File: config.mk
export PLATFORM = sky130hd
export DESIGN_NAME = if_fetch_flat
export DESIGN_NICKNAME = d
export VERILOG_FILES = /design/src/rtl/rv_core_pkg.sv /design/src/rtl/if_fetch_if.sv /design/src/rtl/fetch_fifo.sv /design/src/rtl/if_fetch_chk.sv /design/src/rtl/if_fetch.sv /design/src/flat_wrapper.sv
export SDC_FILE = /design/constraint.sdc
export NUM_CORES = 1
export LEC_CHECK = 0
export CAP_MARGIN = 20
export CORE_MARGIN = 2
export CORE_UTILIZATION = 30
export DETAILED_ROUTE_END_ITERATION = 16
export DONT_BUFFER_PORTS = 1
export PLACE_DENSITY_LB_ADDON = 0.2
export SYNTH_ARGS = -nofsm -noshare
export SYNTH_HDL_FRONTEND = slang
export SYNTH_SLANG_ARGS = --single-unit
File: constraint.sdc
create_clock -name clk -period 4 [get_ports clk]
set_input_delay 0.4 -clock clk [delete_from_list [all_inputs] [get_ports clk]]
set_output_delay 0.4 -clock clk [all_outputs]
set_load 0.03 [all_outputs]
File: src/rtl/rv_core_pkg.sv
// Shared fetch-stage definitions: datapath width, the fetch FSM state type
// and the canonical NOP encoding.
package rv_core_pkg;

    localparam int XLEN = 32;
    localparam logic [31:0] INST_NOP = 32'h0000_0013;

    typedef enum logic [1:0] {
        IDLE = 2'd0,
        WAIT = 2'd1,
        DROP = 2'd2
    } fetch_state_t;

endpackage

File: src/rtl/if_fetch_if.sv
// Instruction-memory request/response bus and the decode-side valid/ready
// port of the fetch stage, bundled for the fetch unit and its peers.
interface if_fetch_if #(
    parameter int XLEN = rv_core_pkg::XLEN
) ();

    logic            imem_req;
    logic [XLEN-1:0] imem_addr;
    logic            imem_gnt;
    logic            imem_rvalid;
    logic [XLEN-1:0] imem_rdata;
    logic            id_valid;
    logic [XLEN-1:0] id_pc;
    logic [XLEN-1:0] id_inst;
    logic            id_ready;

    modport master (
        output imem_req, imem_addr,
        input  imem_gnt, imem_rvalid, imem_rdata,
        output id_valid, id_pc, id_inst,
        input  id_ready
    );

    modport slave (
        input  imem_req, imem_addr,
        output imem_gnt, imem_rvalid, imem_rdata,
        input  id_valid, id_pc, id_inst,
        output id_ready
    );

endinterface

File: src/rtl/fetch_fifo.sv
// Small circular buffer of {pc, instruction} pairs between fetch and decode.
// Flush has priority over push/pop; the head is read straight from storage.
module fetch_fifo
    import rv_core_pkg::*;
#(
    parameter int DEPTH = 2,
    parameter int W     = 64,
    localparam int PW   = (DEPTH > 1) ? $clog2(DEPTH) : 1,
    localparam int CW   = $clog2(DEPTH + 1)
) (
    input  logic          clk,
    input  logic          rst,
    input  logic          push,
    input  logic          pop,
    input  logic          flush,
    input  logic [W-1:0]  din,
    output logic [W-1:0]  dout,
    output logic [CW-1:0] cnt
);

    logic [W-1:0]  mem_q [DEPTH];
    logic [W-1:0]  mem_d [DEPTH];
    logic [PW-1:0] wr_ptr_q, wr_ptr_d;
    logic [PW-1:0] rd_ptr_q, rd_ptr_d;
    logic [CW-1:0] cnt_q, cnt_d;

    function automatic logic [PW-1:0] ptr_inc(input logic [PW-1:0] p);
        return (p == PW'(DEPTH - 1)) ? {PW{1'b0}} : p + PW'(1);
    endfunction

    // next-state of pointers, occupancy and storage
    always_comb begin
        mem_d    = mem_q;
        wr_ptr_d = wr_ptr_q;
        rd_ptr_d = rd_ptr_q;
        cnt_d    = cnt_q;
        if (flush) begin
            wr_ptr_d = {PW{1'b0}};
            rd_ptr_d = {PW{1'b0}};
            cnt_d    = {CW{1'b0}};
        end else begin
            if (push) begin
                mem_d[wr_ptr_q] = din;
                wr_ptr_d        = ptr_inc(wr_ptr_q);
            end else begin
                wr_ptr_d = wr_ptr_q;
            end
            if (pop) begin
                rd_ptr_d = ptr_inc(rd_ptr_q);
            end else begin
                rd_ptr_d = rd_ptr_q;
            end
            cnt_d = cnt_q + CW'(push) - CW'(pop);
        end
    end

    // state registers; empty slots hold a NOP at pc 0
    always_ff @(posedge clk) begin
        if (!rst) begin
            for (int i = 0; i < DEPTH; i++) begin
                mem_q[i] <= W'(INST_NOP);
            end
            wr_ptr_q <= {PW{1'b0}};
            rd_ptr_q <= {PW{1'b0}};
            cnt_q    <= {CW{1'b0}};
        end else begin
            mem_q    <= mem_d;
            wr_ptr_q <= wr_ptr_d;
            rd_ptr_q <= rd_ptr_d;
            cnt_q    <= cnt_d;
        end
    end

    assign dout = mem_q[rd_ptr_q];
    assign cnt  = cnt_q;

endmodule

File: src/rtl/if_fetch_chk.sv
// Protocol checks for the fetch stage: no response may arrive while idle,
// and the PC stall must never mask a redirect.
module if_fetch_chk
    import rv_core_pkg::*;
(
    input logic         clk,
    input logic         rst,
    input fetch_state_t state,
    input logic         rvalid,
    input logic         jp_en,
    input logic         pc_stall
);

    // A reset taken with a request outstanding leaves one response orphaned;
    // it may legally show up while idle afterwards.
    logic orphan_q, orphan_d;

    // orphan tracking
    always_comb begin
        orphan_d = orphan_q;
        if (!rst) begin
            orphan_d = orphan_q || (state != IDLE);
        end else if (rvalid) begin
            orphan_d = 1'b0;
        end else begin
            orphan_d = orphan_q;
        end
    end

    // orphan register
    always_ff @(posedge clk) begin
        orphan_q <= orphan_d;
    end

    a_no_rvalid_idle: assert property (@(posedge clk) disable iff (!rst)
        !(rvalid && (state == IDLE) && !orphan_q));

    a_jump_not_stalled: assert property (@(posedge clk)
        jp_en |-> !pc_stall);

endmodule

File: src/rtl/if_fetch.sv
// Instruction-fetch stage: one outstanding imem request at a time, responses
// buffered with their PC for decode, redirect discards in-flight work.
module if_fetch #(
    parameter int DEPTH = 2,
    parameter int XLEN  = 32
) (
    input  logic            clk,
    input  logic            rst,
    input  logic [XLEN-1:0] pc_addr,
    output logic            pc_stall,
    input  logic            jp_en,
    if_fetch_if.master      bus
);

    import rv_core_pkg::*;

    localparam int CW = $clog2(DEPTH + 1);

    fetch_state_t    state_q, state_d;
    logic [XLEN-1:0] r_pc_q, r_pc_d;
    logic            push_s, pop_s, req_s, grant_s, stall_s, slot_s;
    logic [CW-1:0]   cnt_s;
    logic [CW:0]     cnt_next_s;
    logic [2*XLEN-1:0] head_s;

    // request / stall / buffer control
    always_comb begin
        push_s     = (state_q == WAIT) && bus.imem_rvalid && !jp_en;
        pop_s      = bus.id_valid && bus.id_ready && !jp_en;
        cnt_next_s = {1'b0, cnt_s} + (CW+1)'(push_s) - (CW+1)'(pop_s);
        // the bus is free when idle or when the pending response lands now
        slot_s     = (state_q == IDLE) || bus.imem_rvalid;
        req_s      = rst && !jp_en && slot_s && (cnt_next_s < (CW+1)'(DEPTH));
        grant_s    = req_s && bus.imem_gnt;
        // a redirect must reach the PC register even with no grant
        stall_s    = !grant_s && !jp_en;
    end

    // FSM next state and captured request PC
    always_comb begin
        state_d = state_q;
        r_pc_d  = r_pc_q;
        if (grant_s) begin
            r_pc_d = pc_addr;
        end else begin
            r_pc_d = r_pc_q;
        end
        case (state_q)
            IDLE: state_d = grant_s ? WAIT : IDLE;
            WAIT: begin
                if (jp_en) begin
                    state_d = bus.imem_rvalid ? IDLE : DROP;
                end else if (bus.imem_rvalid) begin
                    state_d = grant_s ? WAIT : IDLE;
                end else begin
                    state_d = WAIT;
                end
            end
            DROP: begin
                if (bus.imem_rvalid) begin
                    state_d = grant_s ? WAIT : IDLE;
                end else begin
                    state_d = DROP;
                end
            end
            default: state_d = IDLE;
        endcase
    end

    // state registers
    always_ff @(posedge clk) begin
        if (!rst) begin
            state_q <= IDLE;
            r_pc_q  <= {XLEN{1'b0}};
        end else begin
            state_q <= state_d;
            r_pc_q  <= r_pc_d;
        end
    end

    fetch_fifo #(
        .DEPTH (DEPTH),
        .W     (2*XLEN)
    ) u_fifo (
        .clk   (clk),
        .rst   (rst),
        .push  (push_s),
        .pop   (pop_s),
        .flush (jp_en),
        .din   ({r_pc_q, bus.imem_rdata}),
        .dout  (head_s),
        .cnt   (cnt_s)
    );

    if_fetch_chk u_chk (
        .clk      (clk),
        .rst      (rst),
        .state    (state_q),
        .rvalid   (bus.imem_rvalid),
        .jp_en    (jp_en),
        .pc_stall (pc_stall)
    );

    assign bus.imem_req  = req_s;
    assign bus.imem_addr = pc_addr;
    assign pc_stall      = stall_s;
    assign bus.id_valid  = (cnt_s != {CW{1'b0}});
    assign bus.id_pc     = head_s[2*XLEN-1:XLEN];
    assign bus.id_inst   = head_s[XLEN-1:0];

endmodule

File: src/flat_wrapper.sv
// flat-port wrapper written by rule: the top's interface ports become plain ports
module if_fetch_flat import rv_core_pkg::*;
#(
    parameter int DEPTH = 2,
    parameter int XLEN  = 32
)
  (clk, rst, pc_addr, pc_stall, jp_en, bus_imem_req, bus_imem_addr, bus_imem_gnt, bus_imem_rvalid, bus_imem_rdata, bus_id_valid, bus_id_pc, bus_id_inst, bus_id_ready);
  if_fetch_if #(.XLEN(XLEN)) bus_i ();
  input  logic clk;
  input  logic rst;
  input  logic [XLEN-1:0] pc_addr;
  output logic pc_stall;
  input  logic jp_en;
  output wire logic [$bits(bus_i.imem_req)-1:0] bus_imem_req;
  output wire logic [$bits(bus_i.imem_addr)-1:0] bus_imem_addr;
  input wire logic [$bits(bus_i.imem_gnt)-1:0] bus_imem_gnt;
  input wire logic [$bits(bus_i.imem_rvalid)-1:0] bus_imem_rvalid;
  input wire logic [$bits(bus_i.imem_rdata)-1:0] bus_imem_rdata;
  output wire logic [$bits(bus_i.id_valid)-1:0] bus_id_valid;
  output wire logic [$bits(bus_i.id_pc)-1:0] bus_id_pc;
  output wire logic [$bits(bus_i.id_inst)-1:0] bus_id_inst;
  input wire logic [$bits(bus_i.id_ready)-1:0] bus_id_ready;
  assign bus_imem_req = bus_i.imem_req;
  assign bus_imem_addr = bus_i.imem_addr;
  assign bus_i.imem_gnt = bus_imem_gnt;
  assign bus_i.imem_rvalid = bus_imem_rvalid;
  assign bus_i.imem_rdata = bus_imem_rdata;
  assign bus_id_valid = bus_i.id_valid;
  assign bus_id_pc = bus_i.id_pc;
  assign bus_id_inst = bus_i.id_inst;
  assign bus_i.id_ready = bus_id_ready;
  if_fetch #(.DEPTH(DEPTH), .XLEN(XLEN)) u_core (.clk(clk), .rst(rst), .pc_addr(pc_addr), .pc_stall(pc_stall), .jp_en(jp_en), .bus(bus_i));
endmodule
==> results_dict.tcl, run 1 <==
set metrics [dict create \
    status "complete, no violations" \
    grt_pass1_wl_microns 25600 \
    synthesis.area_sq_um 7290 \
    fillCellCount 2530 \
    cp.arrival_ns 3.11 \
    grt_pass1_vias 4796 \
    layout-drive-gt1-share 0.158 \
    worst_setup_path_start_kind "flop" \
    p_per_area_nw_per_um2 432 \
    r2r_end "u_core.r_pc_q[16]$_SDFFE_PN0P_" \
    avgSynthCellArea_sq_um 9.93 \
    synth_edf_count 0 \
    cts_buffers 17 \
    grt_use_met3 0.0392 \
    synth_seq_cells 166 \
    syn_inst 734 \
    clockBufferDepth 2 \
    dr.pass1.iters 4 \
    grt_overflow 0 \
    startpoint "u_core.state_q[0]$_SDFF_PN0_" \
    pin_count 169 \
    setup_tns_ns 0 \
    hp-class "in2reg" \
    antenna_found_initial 0 \
    syn_to_final_growth_pct 6.83 \
    cts_tree "done" \
    drtIter0Drc 216 \
    ys_warn_count 0 \
    ff2ff_setup_slack_ns 0.88 \
    power_mw 3.36 \
    synth_most_common_cell "nand2_1" \
    finClkSkew_ns 0.0118 \
    cts.clk_slew.worst_paths_ns 0.06 \
    relSlewSlack 0.297 \
    hpwl_microns 9880 \
    num_antenna_cells 0 \
    cp-endpoint "pc_stall" \
    critical_path_class "reg2out" \
    power_leakage_nw 3.46 \
    worstPathMaxFanout 7 \
    port_buffers 0 \
    period_needed_ns 3.51 \
    track_usage 0.126 \
    critPathCaptureType "output pin" \
    cts_resized 0 \
    clock-sinks 166 \
    ys_top_cells_by_area "dfxtp_1, mux2i_1, mux2_2" \
    setup_viol 0 \
    core_area_sq_um 24100 \
    cts_root_buffer "clkbuf_16" \
    slew_violations 0 \
    rows 57 \
    cts_setup_buffers 0 \
    ff2ff_path_depth 11 \
    use_met2 0.218 \
    num_vias 4671 \
    start_util 0.302 \
    routed_wl_microns 15800 \
    top_usage_layer "met2" \
    grt_setup_unrepaired "false" \
    drc 0 \
    fmax_mhz 285 \
    die_w_microns 160 \
    hp-start "bus_imem_rvalid" \
    routedWlPerCell_microns 15.5 \
    ant_nets 0 \
    post-route-period-util 0.879 \
    cap_violations 0 \
    htreeDepth 4 \
    grt_use_met1 0.147 \
    synth_top_area_frac 0.456 \
    synth_flop_cell "dfxtp_1" \
    ys_seq_area_frac 0.456 \
    design.die.area_sq_um 25600 \
    gp_congestion 0.707 \
    synthDistinctLibCells 29 \
    synth_commonest_cells "nand2_1, dfxtp_1, mux2i_1, mux2_2" \
    clk_latency_ns 0.42 \
    worstMarginPinSlew_ns 1.05 \
    reg2reg_from "u_core.state_q[0]$_SDFF_PN0_" \
    final_nets 752 \
    yosys.area.top_type "dfxtp_1" \
    ir_drop_v 0.000185 \
    grt_max_degree 201 \
    fp.dieH_microns 160 \
    worst_ep_required_time_ns 3.60 \
    timing_hold_violations_final 0 \
    hold_buffers 0 \
    synth.net_count 807 \
    synthArstFlopShare 0 \
    viasPerCell 4.60 \
]
==> worst min-delay path by stage <==
stage                                                 to  depth (start not counted)
floorplan           u_core.u_fifo.mem_q[10]$_SDFFE_PN0P_                          2
global placement    u_core.u_fifo.mem_q[56]$_SDFFE_PN0P_                          2
detailed placement  u_core.u_fifo.mem_q[36]$_SDFFE_PN0P_                          2
CTS                         u_core.state_q[1]$_SDFF_PN0_                          1
global route                u_core.state_q[1]$_SDFF_PN0_                          1
finish                      u_core.state_q[1]$_SDFF_PN0_                          1
==> critical path: stages, from the launching register on <==
cell and delay [ns]:
dfxtp_1 0.42, and4bb_4 0.33, inv_1 0.13, ha_1 0.29, inv_1 0.04, ha_1 0.16, inv_1 0.06, fa_1 0.44
and4b_1 0.24, o211ai_4 0.07, nor2b_1 0.51
==> area by class of cell <==
type	count	area, sq um	area share
tap	324	405	0.0521
inverter	36	135	0.0174
clock inverter	12	118	0.0151
timing repair buffer	5	37.5	0.00482
clock buffer	20	457	0.0586
sequential	166	3330	0.427
multi-input combinational	453	3310	0.425
==> cells in the final DEF, fill, tap and decap left out, types with 5 or more instances in the layout <==
cell / netlist / routed
o21ai_0: 6 / 6
o211ai_1: 6 / 6
mux2i_1: 154 / 154
nand2_1: 193 / 193
dfxtp_1: 166 / 165
nor2_1: 5 / 5
mux2_2: 65 / 65
clkbuf_16: 0 / 17
inv_1: 36 / 36
buf_4: 36 / 5
==> power by group <==
| part | internal, mW | switching (mW) | leakage, nW |
|---|---|---|---|
| clock network | 0.901 | 0.695 | 0.282 |
| logic | 0.0338 | 0.0540 | 1.84 |
| registers | 1.67 | 0.00685 | 1.34 |
| total | 2.61 | 0.756 | 3.46 |
==> logic make-up (layout without fill, tap and decap cells) <==
| group | Yosys count | after routing | share of synthesized area |
|---|---|---|---|
| muxes | 219 | 219 | 0.312 |
| and+or+nand+nor | 213 | 213 | 0.117 |
| DFF | 166 | 166 | 0.456 |
| buffers and inverters | 115 | 73 | 0.0925 |
| AOI/OAI and AO/OA | 16 | 16 | 0.0141 |
| adders and majority gates | 3 | 3 | 0.00618 |
| xor gates and xnor gates | 2 | 2 | 0.00240 |
==> registers in the layout, summed over array words and instances (netlist names) <==
| signal | cells |
|---|---|
| u_core.u_fifo.rd_ptr_q | 1 |
| u_core.u_fifo.mem_q | 128 |
| u_core.u_fifo.cnt | 2 |
| u_core.state_q | 2 |
| u_core.u_fifo.wr_ptr_q | 1 |
| u_core.r_pc_q | 32 |
==> metal layers <==
metal | vias up | wire (microns)
met1 | 2272 | 6910
met2 | 105 | 7860
met4 | 0 | 195
met3 | 12 | 828
li1 | 2282 | -
met5 | - | 0
==> stage by stage <==
step | utilization | instance area [sq um] | worst slack (ns) | hold WS, ns | cells
4_1_cts | 0.323 | 7790 | 0.459 | 0.0404 | 1016
3_3_place_gp | 0.299 | 7210 | 0.865 | 0.438 | 984
3_5_place_dp | 0.299 | 7210 | 0.808 | 0.442 | 984
2_1_floorplan | - | 7290 | 0.887 | 0.431 | 734
5_1_grt | 0.323 | 7790 | 0.311 | 0.0426 | 1016
6_report | 0.323 | 7790 | 0.485 | 0.0631 | 1016
Power figures use the tool's default switching activity.
==> run 2: changes to the inputs <==
--- a/config.mk
+++ b/config.mk
@@ -8,8 +8,10 @@
 export CAP_MARGIN = 20
 export CORE_MARGIN = 2
 export CORE_UTILIZATION = 30
+export CTS_CLUSTER_SIZE = 10
 export DETAILED_ROUTE_END_ITERATION = 16
 export DONT_BUFFER_PORTS = 1
+export GPL_ROUTABILITY_DRIVEN = 1
 export PLACE_DENSITY_LB_ADDON = 0.2
 export SYNTH_ARGS = -nofsm -noshare
 export SYNTH_HDL_FRONTEND = slang
==> results of run 2 <==
Same layout as run 1: the final DEF is identical, and so are final timing and power.
==> run 3: changes to the inputs <==
--- a/config.mk
+++ b/config.mk
@@ -5,10 +5,10 @@
 export SDC_FILE = /design/constraint.sdc
 export NUM_CORES = 1
 export LEC_CHECK = 0
+export ABC_AREA = 1
 export CAP_MARGIN = 20
 export CORE_MARGIN = 2
 export CORE_UTILIZATION = 30
-export CTS_CLUSTER_SIZE = 10
 export DETAILED_ROUTE_END_ITERATION = 16
 export DONT_BUFFER_PORTS = 1
 export GPL_ROUTABILITY_DRIVEN = 1
==> run 3 against run 2 <==
  * Design area fell by 0.77%
  * Critical path depth rose by 4
  * Critical path type unchanged
  * Highest routed layer unchanged
  * Die area fell by 0.37%
  * Register-to-register slack improved by 0.11 ns
  * Worst setup slack improved by 0.091 ns
  * Area after synthesis fell by 0.38%
==> results_dict.tcl, run 3 <==
set metrics [dict create \
    status "complete, no violations" \
    place_area_sq_um 7150 \
    ff2ff_setup_slack_ns 0.99 \
    setup_tns_ns 0 \
    hpwl_microns 11800 \
    syn_to_final_growth_pct 6.41 \
    hp-start "bus_imem_rdata[1]" \
    relSlewSlack 0.416 \
    final_nets 1063 \
    synth_edf_count 0 \
    synth_top_area_frac 0.458 \
    cp.arrival_ns 3.02 \
    slew_violations 0 \
    ant_nets 0 \
    synth_most_common_cell "nor2_1" \
    grt_overflow 0 \
    period_needed_ns 3.42 \
    top_register "u_core.u_fifo.mem_q" \
    critPathBufInv 4 \
    track_usage 0.160 \
    cpPeakStageDelay_ns 0.51 \
    dr.pass1.iters 5 \
    cp-endpoint "pc_stall" \
    grt_pass1_vias 5971 \
    routedWlPerCell_microns 15.1 \
    power_frac_comb 0.034 \
    critPathCaptureType "output pin" \
    path_depth 14 \
    viasPerCell 4.59 \
    clockPowerShare 0.472 \
    grt_pass1_wl_microns 32800 \
    largest_reg_flops 128 \
    critical_path_class "reg2out" \
    post-route-period-util 0.856 \
    cpMostUsedCell "inv_1" \
    clock-sinks 166 \
    synth_seq_cells 166 \
    cts_resized 0 \
    switching_share 0.229 \
    final_cell_mix "nor2_1, nand2_1, dfxtp_1" \
    hold_buffers 0 \
    start_util 0.308 \
    rows 56 \
    finClkSkew_ns 0.0110 \
    p_int_mw 2.66 \
    timing_hold_violations_final 0 \
    fp.dieH_microns 160 \
    ys_top_cells_by_area "dfxtp_1, nor2_1, nand2_1" \
    synthesis.area_sq_um 7260 \
    syn_inst 1059 \
    core_area_sq_um 23600 \
    cts_buffers 17 \
    worst_ep_required_time_ns 3.60 \
    num_antenna_cells 0 \
    gp_congestion 0.722 \
    stdcell_area_sq_um 7730 \
    worst_setup_path_start_kind "flop" \
    synth_commonest_cells "nor2_1, nand2_1, dfxtp_1, o21ai_0, inv_1" \
    cp_slowest_cell "fa_1" \
    layout-drive-gt1-share 0.0568 \
    synthArstFlopShare 0 \
    cts_root_buffer "clkbuf_16" \
    port_buffers 0 \
    startpoint "u_core.u_fifo.cnt[1]$_SDFF_PP0_" \
    routed_wl_microns 20000 \
    ir_drop_v 0.000179 \
    path_delay_family "simple AND/OR/NAND/NOR gates" \
    multiInputGateArea_sq_um 3140 \
    synthDistinctLibCells 23 \
    cts.clk_slew.worst_paths_ns 0.07 \
    fillCellCount 2672 \
    register_area_sq_um 3320 \
    holdWs_ns 0.108 \
    r2r_end "u_core.r_pc_q[15]$_SDFFE_PN0P_" \
    drc 0 \
    die_w_microns 160 \
    grt_max_degree 164 \
    top_regs "u_core.u_fifo.mem_q: 128 flops, u_core.r_pc_q: 32 flops" \
    synth.net_count 1132 \
    clockBufferDepth 2 \
    ys_warn_count 0 \
    worstPathCellList "or2_2 -> nand2_1 -> nor2_1 -> ha_1 -> inv_1 -> ha_1 -> inv_1 -> fa_1 -> nand3_1 -> inv_1 -> nand3_1 -> nor2_2 -> nor2_1 -> buf_4" \
    hp-class "in2reg" \
    htreeDepth 4 \
    clk_latency_ns 0.42 \
    layout_commonest_cell "nor2_1" \
    design.die.area_sq_um 25500 \
    cap_violations 0 \
    power.share.sequential 0.494 \
    yosys.area.top_type "dfxtp_1" \
    power_leakage_nw 3.74 \
    reg2reg_from "u_core.u_fifo.cnt[1]$_SDFF_PP0_" \
    p_per_area_nw_per_um2 446 \
    pin_count 169 \
    switchingPower_uw 787 \
    ys_seq_area_frac 0.458 \
    num_vias 6066 \
    cts_setup_buffers 0 \
    cts_tree "done" \
    synth_flop_cell "dfxtp_1" \
    avgSynthCellArea_sq_um 6.86 \
    worstMarginPinSlew_ns 0.876 \
    antenna_found_initial 0 \
    setup_viol 0 \
    worstPathMaxFanout 4 \
    fmax_mhz 292 \
    drtIter0Drc 441 \
    ff2ff_path_depth 15 \
    grt_setup_unrepaired "false" \
]
## run 3: cell count changes after synthesis, sizes merged, moves of 5 or more
cell    previous run  this run
buf               57        75
clkbuf            22        27
inv               36        47
mux2              65         0
mux2i            154         0
nand2            193       248
nand3              3        11
nand4              0        32
nor2               6       319
o211ai             7         0
o21ai              6       124
## run 3: cell type report
type | instances | share of cell area
clock inverter | 11 | 0.0160
timing repair buffer | 14 | 0.0152
multi-input combinational | 744 | 0.406
sequential | 166 | 0.430
tap | 319 | 0.0517
clock buffer | 21 | 0.0583
inverter | 47 | 0.0228
## run 3: how the worst min path moves through the flow
stage                                                       to  slack [ns]  cells after the start
after CTS                 u_core.u_fifo.mem_q[68]$_SDFFE_PN1P_        0.06                      1
after global routing      u_core.u_fifo.mem_q[68]$_SDFFE_PN1P_         0.1                      1
final                     u_core.u_fifo.mem_q[65]$_SDFFE_PN1P_        0.11                      2
after detailed placement  u_core.u_fifo.mem_q[64]$_SDFFE_PN1P_        0.44                      2
after global placement    u_core.u_fifo.mem_q[65]$_SDFFE_PN1P_        0.44                      2
after floorplan            u_core.u_fifo.mem_q[0]$_SDFFE_PN1P_        0.43                      2
## run 3: kinds of logic after synthesis
logic type      synth area share
fa+ha+maj                0.00620
compound gates            0.0899
buf+inv                    0.111
flops                      0.458
simple gates               0.335
## run 3: metal layers
layer  vias up  wire [microns]  global-route usage
met1      2771            9850               0.218
li1       3133               -                   -
met4         0             256              0.0479
met5         -               0                   0
met2       144            8800               0.249
met3        18            1070              0.0412
## run 3: stage by stage
stage | setup slack, ns | power (mW) | cells | util
global placement | 1.05 | 1.86 | 1290 | 0.303
global route | 0.347 | 3.58 | 1322 | 0.327
CTS | 0.549 | 3.50 | 1322 | 0.327
finish | 0.576 | 3.44 | 1322 | 0.327
detailed placement | 0.982 | 1.86 | 1290 | 0.303
floorplan | 0.913 | 1.91 | 1059 | -
## run 3: power groups by stage
stage	registers [mW]	clock network (mW)	logic (mW)
6_report	1.70	1.62	0.118
5_1_grt	1.70	1.74	0.135
4_1_cts	1.70	1.68	0.121
3_5_place_dp	1.74	0	0.120
3_3_place_gp	1.74	0	0.121
2_1_floorplan	1.73	0	0.183
